### config.mk
export PLATFORM = sky130hd
export DESIGN_NAME = button_conditioner
export DESIGN_NICKNAME = d
export VERILOG_FILES = /design/src/rtl/button_conditioner.sv
export SDC_FILE = /design/constraint.sdc
export NUM_CORES = 1
export LEC_CHECK = 0
export CAP_MARGIN = 10
export CORE_UTILIZATION = 50
export CTS_BUF_LIST = sky130_fd_sc_hd__clkbuf_4 sky130_fd_sc_hd__clkbuf_8
export DETAILED_ROUTE_END_ITERATION = 7
export PLACE_DENSITY = 0.78
export SLEW_MARGIN = 20
export SYNTH_ARGS = -nofsm -noshare
export SYNTH_HDL_FRONTEND = slang
export SYNTH_SLANG_ARGS = --single-unit
### constraint.sdc
create_clock -name clk -period 6 [get_ports clk]
set_clock_uncertainty 0.2 [all_clocks]
set_input_delay 0.9 -clock clk [delete_from_list [all_inputs] [get_ports clk]]
set_output_delay 0.9 -clock clk [all_outputs]
set_load 0.01 [all_outputs]
### src/rtl/button_conditioner.sv
// Multi-channel push-button front end: synchroniser, tick-based stability filter,
// debounced level, press/release pulses and a long-press detector with auto-repeat.
// The release and repeat pulse ports carry a _pulse suffix because both bare words are reserved.
module button_conditioner #(
    parameter int unsigned CHANNELS     = 4,
    parameter int unsigned STABLE_TICKS = 3,
    parameter int unsigned HOLD_TICKS   = 8,
    parameter int unsigned REPEAT_TICKS = 4
) (
    input  logic                clk,
    input  logic                reset_n,
    input  logic                enable,
    input  logic [CHANNELS-1:0] button,
    output logic [CHANNELS-1:0] level,
    output logic [CHANNELS-1:0] press,
    output logic [CHANNELS-1:0] release_pulse,
    output logic [CHANNELS-1:0] hold,
    output logic [CHANNELS-1:0] repeat_pulse
);

    localparam int unsigned CW   = $clog2(STABLE_TICKS + 1);
    localparam int unsigned HMAX = (HOLD_TICKS > REPEAT_TICKS) ? HOLD_TICKS : REPEAT_TICKS;
    localparam int unsigned HW   = $clog2(HMAX + 1);

    // Terminal counts: counter value on the tick that completes the interval.
    localparam logic [CW-1:0] STABLE_LAST = CW'(STABLE_TICKS - 1);
    localparam logic [HW-1:0] HOLD_LAST   = HW'(HOLD_TICKS - 1);
    localparam logic [HW-1:0] REPEAT_LAST = HW'((REPEAT_TICKS > 0) ? REPEAT_TICKS - 1 : 0);

    typedef enum logic [1:0] {
        S_IDLE    = 2'd0,
        S_PRESSED = 2'd1,
        S_REPEAT  = 2'd2,
        S_HELD    = 2'd3
    } state_t;

    localparam state_t HOLD_NEXT = (REPEAT_TICKS > 0) ? S_REPEAT : S_HELD;

    for (genvar g = 0; g < CHANNELS; g++) begin : g_ch
        logic          sync1;
        logic          sync2;
        logic [CW-1:0] cnt;
        logic [HW-1:0] hcnt;
        state_t        state;
        logic          lvl;
        logic          prs;
        logic          rel;
        logic          hld;
        logic          rpt;
        logic          settle_c;
        logic          rise_c;
        logic          fall_c;

        // Tick on which the filtered level flips.
        assign settle_c = enable && (sync2 != lvl) && (cnt == STABLE_LAST);
        assign rise_c   = settle_c && sync2;
        assign fall_c   = settle_c && !sync2;

        always_ff @(posedge clk or negedge reset_n) begin
            if (!reset_n) begin
                sync1 <= 1'b0;
                sync2 <= 1'b0;
                cnt   <= '0;
                hcnt  <= '0;
                state <= S_IDLE;
                lvl   <= 1'b0;
                prs   <= 1'b0;
                rel   <= 1'b0;
                hld   <= 1'b0;
                rpt   <= 1'b0;
            end else begin
                sync1 <= button[g];
                sync2 <= sync1;
                prs   <= 1'b0;
                rel   <= 1'b0;
                hld   <= 1'b0;
                rpt   <= 1'b0;

                if (enable) begin
                    if (sync2 == lvl) begin
                        cnt <= '0;
                    end else if (cnt == STABLE_LAST) begin
                        lvl <= sync2;
                        cnt <= '0;
                    end else begin
                        cnt <= cnt + CW'(1);
                    end
                end

                // A debounced fall pre-empts any hold or repeat due on the same tick.
                if (fall_c) begin
                    rel   <= 1'b1;
                    hcnt  <= '0;
                    state <= S_IDLE;
                end else begin
                    case (state)
                        S_IDLE: begin
                            if (rise_c) begin
                                prs   <= 1'b1;
                                hcnt  <= '0;
                                state <= S_PRESSED;
                            end
                        end
                        S_PRESSED: begin
                            if (enable) begin
                                if (hcnt == HOLD_LAST) begin
                                    hld   <= 1'b1;
                                    hcnt  <= '0;
                                    state <= HOLD_NEXT;
                                end else begin
                                    hcnt <= hcnt + HW'(1);
                                end
                            end
                        end
                        S_REPEAT: begin
                            if (enable) begin
                                if (hcnt == REPEAT_LAST) begin
                                    rpt  <= 1'b1;
                                    hcnt <= '0;
                                end else begin
                                    hcnt <= hcnt + HW'(1);
                                end
                            end
                        end
                        S_HELD: begin
                            hcnt <= hcnt;
                        end
                        default: begin
                            hcnt  <= '0;
                            state <= S_IDLE;
                        end
                    endcase
                end
            end
        end

        assign level[g]         = lvl;
        assign press[g]         = prs;
        assign release_pulse[g] = rel;
        assign hold[g]          = hld;
        assign repeat_pulse[g]  = rpt;
    end

endmodule

==> impl_metrics.env, run 1 <==
export IMPL_clockBufferDepth=2
export IMPL_slew_headroom_pct=51.1
export IMPL_yosys_top_cells_area="dfrtp_1, ha_1, buf_4"
export IMPL_syn_area_um2=3240
export IMPL_setup_viol=0
export IMPL_cts_hold_fix_buffers=0
export IMPL_dieHeight_um=82.5
export IMPL_hold_violations=0
export IMPL_num_nets_final=371
export IMPL_post_dp_hpwl_um=3910
export IMPL_dp_cells=408
export IMPL_initial_core_util_pct=53.2
export IMPL_ys_async_sr_fraction_pct=100
export IMPL_cts_root_buf="clkbuf_8"
export IMPL_ctsResizeCount=0
export IMPL_cts_tree="done"
export IMPL_whs_ps=148
export IMPL_critPathMaxFanout=32
export IMPL_crit_type="in2reg"
export IMPL_cts_setup_buffers=0
export IMPL_dp_slack_ps=2750
export IMPL_viasPerCell=5.54
export IMPL_vias=2349
export IMPL_n_fill_cell=523
export IMPL_setup_slack_ps=3090
export IMPL_worst_pin_slew_ps=734
export IMPL_ys_seq_area_share_pct=46.3
export IMPL_multi_input_area_um2=1490
export IMPL_drt_total_wl_um=5610
export IMPL_synth_most_common_cell="dfrtp_1"
export IMPL_maxCapViolCount=0
export IMPL_design_area_um2=3660
export IMPL_drc=0
export IMPL_power_density_nw_per_um2=407
export IMPL_slew_viol_final=0
export IMPL_dr_pass1_iters=4
export IMPL_synth_distinct_cells=48
export IMPL_crit_required_ps=6010
export IMPL_cp_end_kind="flop"
export IMPL_p_leak_nw=1.61
export IMPL_placed_area_um2=3440
export IMPL_core_rowCount=28
export IMPL_peakVddDrop_mv=0.230
export IMPL_grt_antenna_before_repair=0
export IMPL_fin_crit_sh_pct=48.5
export IMPL_drt_antenna_violating_nets=0
export IMPL_ys_flop_type="dfrtp_1"
export IMPL_area_growth_pct=12.9
export IMPL_yosysTopAreaCellShare_pct=46.3
export IMPL_yosysWarnings=0
export IMPL_yosys_area_top_type="dfrtp_1"
export IMPL_core_um2=6100
export IMPL_die_area_um2=6810
export IMPL_outcome="finished, final reports clean"
export IMPL_worstSkewPairLatency_ps=340
export IMPL_synth_seq_cells=60
export IMPL_arrival_ps=2920
export IMPL_avgRoutedWirePerCell_um=13.2
export IMPL_seq_area_um2=1500
export IMPL_track_usage_pct=19.3
export IMPL_place_gp_congestion=0.830
export IMPL_cts_sinks=60
export IMPL_port_buffers=26
export IMPL_dieWidth_um=82.5
export IMPL_synthCells=329
export IMPL_antenna_cells=0
export IMPL_numCtsBuffers=9
export IMPL_grt_overflow=0
export IMPL_timing_setup_tns_ps=0
export IMPL_critPathLaunchType="input pin"
export IMPL_fin_crit_ps=2910
export IMPL_synth_edf_count=0
export IMPL_cts_max_level=3
export IMPL_ys_top_cells_by_count="dfrtp_1, nor2_1, nand2_1, inv_1"
export IMPL_grt_pass1_vias=2212
export IMPL_layout_drive_gt1_share_pct=9.74
export IMPL_syn_nets=356
export IMPL_grt_pass1_wl_um=9630
export IMPL_final_cell_count_no_fill=424
export IMPL_grt_max_degree=61
export IMPL_hp_class="reg2reg"
export IMPL_max_freq_mhz=343
export IMPL_rsz0062_at_grt="false"
export IMPL_clk_pin_slew_worst_paths_ps=70
export IMPL_io_pins=27
export IMPL_dr_first_iter_drc_count=118
export IMPL_avgSynthCellArea_um2=9.86
==> kinds of logic (layout without fill, tap and decap cells) <==
kind of cell | after synthesis | after routing | share of synthesized area [%]
compound gates | 69 | 69 | 14.2
simple gates | 121 | 121 | 20.1
buf+inv | 47 | 67 | 7.79
flops | 60 | 60 | 46.3
xor+xnor | 4 | 4 | 1.08
fa+ha+maj | 20 | 20 | 7.72
mux | 8 | 8 | 2.74
==> cell usage in the layout (no fill, tap or decap), types with 3 or more instances in the layout <==
cell type        netlist  final
dfrtp_1               60     60
nor2_1                31     31
clkdlybuf4s50_1        0     25
nand2_1               22     22
inv_1                 21     21
ha_1                  20     20
o21ai_0               19     19
nand3_1               17     17
clkbuf_8               0     10
a21oi_1                9      9
o31ai_1                9      9
nand3b_1               8      8
nor3_1                 7      7
mux2_2                 7      7
nand2b_1               6      6
o211ai_1               6      6
and3_1                 5      5
o22ai_1                5      5
nor4b_1                4      4
xnor2_1                4      4
nor4_1                 3      3
nor3b_1                3      3
a21o_1                 3      3
a21boi_0               3      3
o32ai_1                3      3
clkinv_2               0      3
==> power by group <==
group	switching [mW]	internal [mW]	leakage, nW
registers	0.0816	0.481	0.792
clock network	0.154	0.248	0.116
logic	0.292	0.235	0.706
==> worst paths after layout <==
kind,cells after the start,endpoint,startpoint,slack (ps)
max reg2reg,6,g_ch[2].hcnt[3]$_DFFE_PN0P_,g_ch[2].state[1]$_DFFE_PN0P_,3810
max in group asynchronous,2,g_ch[1].hcnt[1]$_DFFE_PN0P_,reset_n,4610
min,0,g_ch[0].sync2$_DFF_PN0_,g_ch[0].sync1$_DFF_PN0_,150
min reg2reg,0,g_ch[0].sync2$_DFF_PN0_,g_ch[0].sync1$_DFF_PN0_,150
min in group asynchronous,2,g_ch[2].hld$_DFF_PN0_,reset_n,490
max,8,g_ch[1].state[0]$_DFFE_PN0P_,enable,3090
==> flip-flops by register name, summed over array words and instances, names as in the netlist <==
name / count
g_ch.state: 8
g_ch.rpt: 4
g_ch.rel: 4
g_ch.hcnt: 16
g_ch.lvl: 4
g_ch.prs: 4
g_ch.cnt: 8
g_ch.sync2: 4
g_ch.hld: 4
g_ch.sync1: 4
==> metal layers <==
layer  wire (um)  GRT usage [%]  up-vias
li1            -              -     1178
met1        2590           22.6     1118
met2        2740           31.6       46
met3         231           7.58        7
met4          58           7.76        0
met5           0              0        -
==> worst max-delay path, stage by stage <==
cell and delay (ps):
clkdlybuf4s50_1 460, buf_4 310, nand3b_1 210, or3b_1 500, inv_2 120, o21ai_1 110, a21boi_0 190, o32ai_1 110
==> metrics by stage <==
step / total power [mW] / util (%)
after floorplan: 0.966 / -
after global placement: 1.07 / 56.4
after detailed placement: 1.09 / 56.4
after CTS: 1.50 / 60.1
after global routing: 1.61 / 60.1
final: 1.49 / 60.1
==> cell type report <==
type / count / area share (%)
tap: 75 / 2.56
clock inverter: 5 / 2.05
multi-input combinational: 222 / 40.7
inverter: 23 / 2.36
sequential: 60 / 41.0
clock buffer: 11 / 3.96
timing repair buffer: 28 / 7.38
(Power assumes the default switching activity.)
==> inputs of run 2 (changes only) <==
- clock period: 6 -> 2.7 ns (I/O delays scaled with it)
==> impl_metrics.env, run 2 (synthesis results as in run 1) <==
export IMPL_io_pins=27
export IMPL_avgRoutedWirePerCell_um=13.8
export IMPL_core_um2=6100
export IMPL_clk_pin_slew_worst_paths_ps=60
export IMPL_dr_pass1_iters=4
export IMPL_seq_area_um2=1500
export IMPL_p_leak_nw=1.65
export IMPL_critical_path_top_delay_family="buffers and inverters"
export IMPL_crit_chain="clkdlybuf4s50_1 -> buf_4 -> nand3b_1 -> or3b_1 -> inv_2 -> o32ai_1 -> buf_4 -> nand2b_1 -> o21ai_1"
export IMPL_worst_pin_slew_ps=631
export IMPL_slew_headroom_pct=57.9
export IMPL_grt_overflow=0
export IMPL_antenna_cells=0
export IMPL_cp_common_cell="buf_4"
export IMPL_slowest_delay_ps=460
export IMPL_cts_tree="done"
export IMPL_wl_met1_um=2790
export IMPL_layout_commonest_cell="dfrtp_1"
export IMPL_cp_end_kind="flop"
export IMPL_grt_pass1_vias=2363
export IMPL_highest_layer="met4"
export IMPL_drc=0
export IMPL_path_buf_inv=4
export IMPL_numCtsBuffers=9
export IMPL_post_dp_hpwl_um=4240
export IMPL_viasPerCell=5.62
export IMPL_cts_sinks=60
export IMPL_dr_first_iter_drc_count=111
export IMPL_arrival_ps=2280
export IMPL_fin_crit_sh_pct=82.0
export IMPL_drt_total_wl_um=6000
export IMPL_initial_core_util_pct=53.2
export IMPL_critPathMaxFanout=8
export IMPL_dieHeight_um=82.5
export IMPL_dr_wl_met2_um=2910
export IMPL_area_growth_pct=14.3
export IMPL_cts_max_level=3
export IMPL_reg_top3="g_ch.hcnt x16, g_ch.cnt x8, g_ch.state x8"
export IMPL_n_fill_cell=541
export IMPL_hp_class="reg2reg"
export IMPL_setup_viol=0
export IMPL_track_usage_pct=19.7
export IMPL_top_register="g_ch.hcnt"
export IMPL_hold_violations=0
export IMPL_grt_antenna_before_repair=0
export IMPL_die_area_um2=6810
export IMPL_drt_antenna_violating_nets=0
export IMPL_outcome="finished, final reports clean"
export IMPL_worstSkewPairLatency_ps=340
export IMPL_clockBufferDepth=2
export IMPL_cp_slowest_cell="clkdlybuf4s50_1"
export IMPL_layout_drive_gt1_share_pct=12.2
export IMPL_layout_common_cells="dfrtp_1, nor2_1, clkdlybuf4s50_1"
export IMPL_max_freq_mhz=452
export IMPL_power_total_mw=3.17
export IMPL_critPathLaunchType="input pin"
export IMPL_grt_pass1_wl_um=10100
export IMPL_timing_setup_tns_ps=0
export IMPL_crit_type="in2reg"
export IMPL_fin_crit_ps=2210
export IMPL_slew_viol_final=0
export IMPL_maxCapViolCount=0
export IMPL_core_rowCount=28
export IMPL_multi_input_area_um2=1490
export IMPL_vias=2444
export IMPL_dieWidth_um=82.5
export IMPL_port_buffers=26
export IMPL_wl_met3_um=180
export IMPL_rsz0062_at_grt="false"
export IMPL_peakVddDrop_mv=0.513
export IMPL_place_gp_congestion=0.878
export IMPL_grt_max_degree=34
export IMPL_cts_root_buf="clkbuf_8"
export IMPL_crit_required_ps=2770
export IMPL_power_density_nw_per_um2=856
export IMPL_largest_register_ffs=16
export IMPL_num_nets_final=383
[run 2: cell count changes in the layout (fill, tap and decap cells not counted), sizes merged]
| cell | previous run | this run |
|---|---|---|
| dlygate4sd3 | 0 | 1 |
| clkbuf | 11 | 12 |
| bufinv | 2 | 0 |
| buf | 3 | 14 |
[run 2: metrics by stage]
step | utilization [%] | setup WS [ps] | cells | instance area [um^2] | hold WS (ps)
after floorplan | - | 729 | 329 | 3240 | -90.6
after global placement | 58.0 | 198 | 419 | 3540 | 132
after detailed placement | 58.0 | 167 | 419 | 3540 | 136
after CTS | 60.8 | 500 | 435 | 3710 | 150
after global routing | 60.8 | 400 | 435 | 3710 | 161
final | 60.8 | 486 | 435 | 3710 | 148
[run 2: worst reg2reg max path, cell delays in order (launching register included)]
cell      delay, ps
dfrtp_1         430
ha_1            220
or3b_2          460
o22a_1          210
o311ai_0        340
o21ai_0         150
[run 2: path summary, 6_finish.rpt]
path / slack, ps / end / depth (start not counted) / startpoint
max: 490 / g_ch[0].hcnt[0]$_DFFE_PN0P_ / 9 / enable
min: 150 / g_ch[0].sync2$_DFF_PN0_ / 0 / g_ch[0].sync1$_DFF_PN0_
max reg2reg: 550 / g_ch[1].hcnt[2]$_DFFE_PN0P_ / 5 / g_ch[1].state[1]$_DFFE_PN0P_
min reg2reg: 150 / g_ch[0].sync2$_DFF_PN0_ / 0 / g_ch[0].sync1$_DFF_PN0_
max in group asynchronous: 1290 / g_ch[1].hld$_DFF_PN0_ / 3 / reset_n
min in group asynchronous: 420 / g_ch[2].state[1]$_DFFE_PN0P_ / 2 / reset_n
[run 2: per-layer routing]
layer / up-vias / track usage, %
li1: 1201 / -
met1: 1189 / 23.4
met2: 42 / 33.6
met3: 12 / 5.05
met4: 0 / 8.79
met5: - / 0
[run 2: timing repair]
| item | CTS | global route |
|---|---|---|
| resized for setup | 0 | 0 |
| hold buffers | 1 | 0 |
| setup buffers | 0 | 0 |
| hold endpoints to repair | 27 | 0 |
[run 2: power by group]
part / switching, mW / internal [mW] / leakage [nW]
logic: 0.665 / 0.567 / 0.767
registers: 0.183 / 1.07 / 0.792
clock network: 0.336 / 0.354 / 0.0902
total: 1.18 / 1.99 / 1.65
[run 2: area by class of cell]
class	count	share of cell area, %
clock buffer	12	3.95
clock inverter	3	0.405
inverter	23	2.33
multi-input combinational	222	40.2
sequential	60	40.5
tap	75	2.53
timing repair buffer	40	10.1
==> inputs of run 3 (changes only) <==
- clock period: 2.7 -> 2.3 ns (I/O delays scaled with it)
==> impl_metrics.env, run 3 (synthesis results as in run 1) <==
export IMPL_die_area_um2=6810
export IMPL_reg2reg_slack_ps=110
export IMPL_crit_chain="ha_1 -> or3b_2 -> o22a_1 -> o311ai_0 -> o21ai_0"
export IMPL_cp_slowest_cell="or3b_2"
export IMPL_critical_path_top_delay_family="compound AO/OA/AOI/OAI gates"
export IMPL_grt_antenna_before_repair=0
export IMPL_grt_overflow=0
export IMPL_whs_path_depth=0
export IMPL_area_growth_pct=16.7
export IMPL_post_dp_hpwl_um=4450
export IMPL_worstSkewPairLatency_ps=340
export IMPL_dp_slack_ps=-80.1
export IMPL_port_buffers=26
export IMPL_dieWidth_um=82.5
export IMPL_peakVddDrop_mv=0.544
export IMPL_avgRoutedWirePerCell_um=13.8
export IMPL_r2r_start="g_ch[1].state[1]$_DFFE_PN0P_"
export IMPL_cp_end_kind="flop"
export IMPL_top_register="g_ch.hcnt"
export IMPL_clockBufferDepth=2
export IMPL_initial_core_util_pct=53.2
export IMPL_dr_pass1_iters=4
export IMPL_power_density_nw_per_um2=1010
export IMPL_cts_sinks=60
export IMPL_setup_viol=0
export IMPL_endpoint="g_ch[1].hcnt[2]$_DFFE_PN0P_"
export IMPL_crit_start="g_ch[1].state[1]$_DFFE_PN0P_"
export IMPL_r2r_end="g_ch[1].hcnt[2]$_DFFE_PN0P_"
export IMPL_hp_class="reg2reg"
export IMPL_drc=0
export IMPL_grt_max_degree=29
export IMPL_slew_headroom_pct=64.7
export IMPL_dr_first_iter_drc_count=98
export IMPL_track_usage_pct=20.7
export IMPL_whs_ps=147
export IMPL_cts_tree="done"
export IMPL_grt_pass1_wl_um=10600
export IMPL_maxCapViolCount=0
export IMPL_max_freq_mhz=456
export IMPL_layout_common_cells="dfrtp_1, nor2_1, clkdlybuf4s50_1"
export IMPL_timing_setup_tns_ps=0
export IMPL_core_um2=6100
export IMPL_critPathMaxFanout=5
export IMPL_path_buf_inv=0
export IMPL_fin_crit_sh_pct=95.3
export IMPL_core_rowCount=28
export IMPL_clk_pin_slew_worst_paths_ps=60
export IMPL_antenna_cells=0
export IMPL_crit_type="reg2reg"
export IMPL_num_nets_final=393
export IMPL_viasPerCell=5.66
export IMPL_cts_max_level=3
export IMPL_layout_commonest_cell="dfrtp_1"
export IMPL_slowest_delay_ps=460
export IMPL_crit_cells=5
export IMPL_crit_required_ps=2290
export IMPL_fin_crit_ps=2190
export IMPL_power_total_mw=3.81
export IMPL_rsz0062_at_grt="false"
export IMPL_place_gp_congestion=0.842
export IMPL_cts_root_buf="clkbuf_8"
export IMPL_worst_pin_slew_ps=525
export IMPL_hold_violations=0
export IMPL_io_pins=27
export IMPL_drt_antenna_violating_nets=0
export IMPL_outcome="finished, final reports clean"
export IMPL_largest_register_ffs=16
export IMPL_rr_worst_depth=5
export IMPL_reg_top3="g_ch.hcnt x16, g_ch.cnt x8, g_ch.state x8"
export IMPL_vias=2512
export IMPL_slew_viol_final=0
export IMPL_layout_drive_gt1_share_pct=14.4
export IMPL_dieHeight_um=82.5
export IMPL_critPathLaunchType="flop"
export IMPL_p_leak_nw=1.70
export IMPL_setup_slack_ps=107
export IMPL_grt_pass1_vias=2439
export IMPL_arrival_ps=2180
export IMPL_ctsResizeCount=0
export IMPL_drt_total_wl_um=6110
export IMPL_numCtsBuffers=9
==> run 3: cell types whose count changed in the layout (fill, tap and decap cells not counted) <==
cell / before / now
buf_12: 1 / 0
buf_4: 12 / 23
clkbuf_4: 3 / 0
clkbuf_8: 9 / 12
clkinv_2: 3 / 2
==> run 3: worst min path at each step <==
| stage | start | to | slack (ps) |
|---|---|---|---|
| 2_1_floorplan | reset_n | g_ch[0].cnt[0]$_DFFE_PN0P_ | -150 |
| 3_3_place_gp | reset_n | g_ch[2].state[1]$_DFFE_PN0P_ | 80 |
| 3_5_place_dp | reset_n | g_ch[2].rpt$_DFF_PN0_ | 80 |
| 4_1_cts | g_ch[3].sync1$_DFF_PN0_ | g_ch[3].sync2$_DFF_PN0_ | 150 |
| 5_1_grt | g_ch[0].sync1$_DFF_PN0_ | g_ch[0].sync2$_DFF_PN0_ | 160 |
| 6_report | g_ch[3].sync1$_DFF_PN0_ | g_ch[3].sync2$_DFF_PN0_ | 150 |
==> run 3: metrics by stage <==
| stage | area [um^2] | cells | utilization, % |
|---|---|---|---|
| after floorplan | 3240 | 329 | - |
| after global placement | 3600 | 429 | 59.0 |
| after detailed placement | 3600 | 429 | 59.0 |
| after CTS | 3780 | 444 | 62.1 |
| after global routing | 3780 | 444 | 62.1 |
| final | 3780 | 444 | 62.1 |
==> run 3: final cells by class <==
type / instances / area [um^2]
inverter: 23 / 86.3
clock inverter: 2 / 10.0
multi-input combinational: 222 / 1490
sequential: 60 / 1500
clock buffer: 12 / 165
timing repair buffer: 50 / 438
fill: 520 / 2310
tap: 75 / 93.8
==> run 3: routing by layer <==
layer	wire, um	global-route usage (%)	up-vias
met3	252	5.27	12
met5	0	0	-
li1	-	-	1228
met4	91	8.79	0
met2	3000	34.8	57
met1	2770	25.1	1215
==> run 3: what timing repair did <==
action | CTS | global route
endpoints found under the setup margin | 0 | 0
endpoints found under the hold margin | 15 | 0
hold buffers | 1 | 0
buffers inserted | 0 | 0
==> run 3: power breakdown <==
| part | internal [mW] | switching [mW] |
|---|---|---|
| sequential | 1.25 | 0.216 |
| clock | 0.463 | 0.394 |
| combinational | 0.697 | 0.780 |
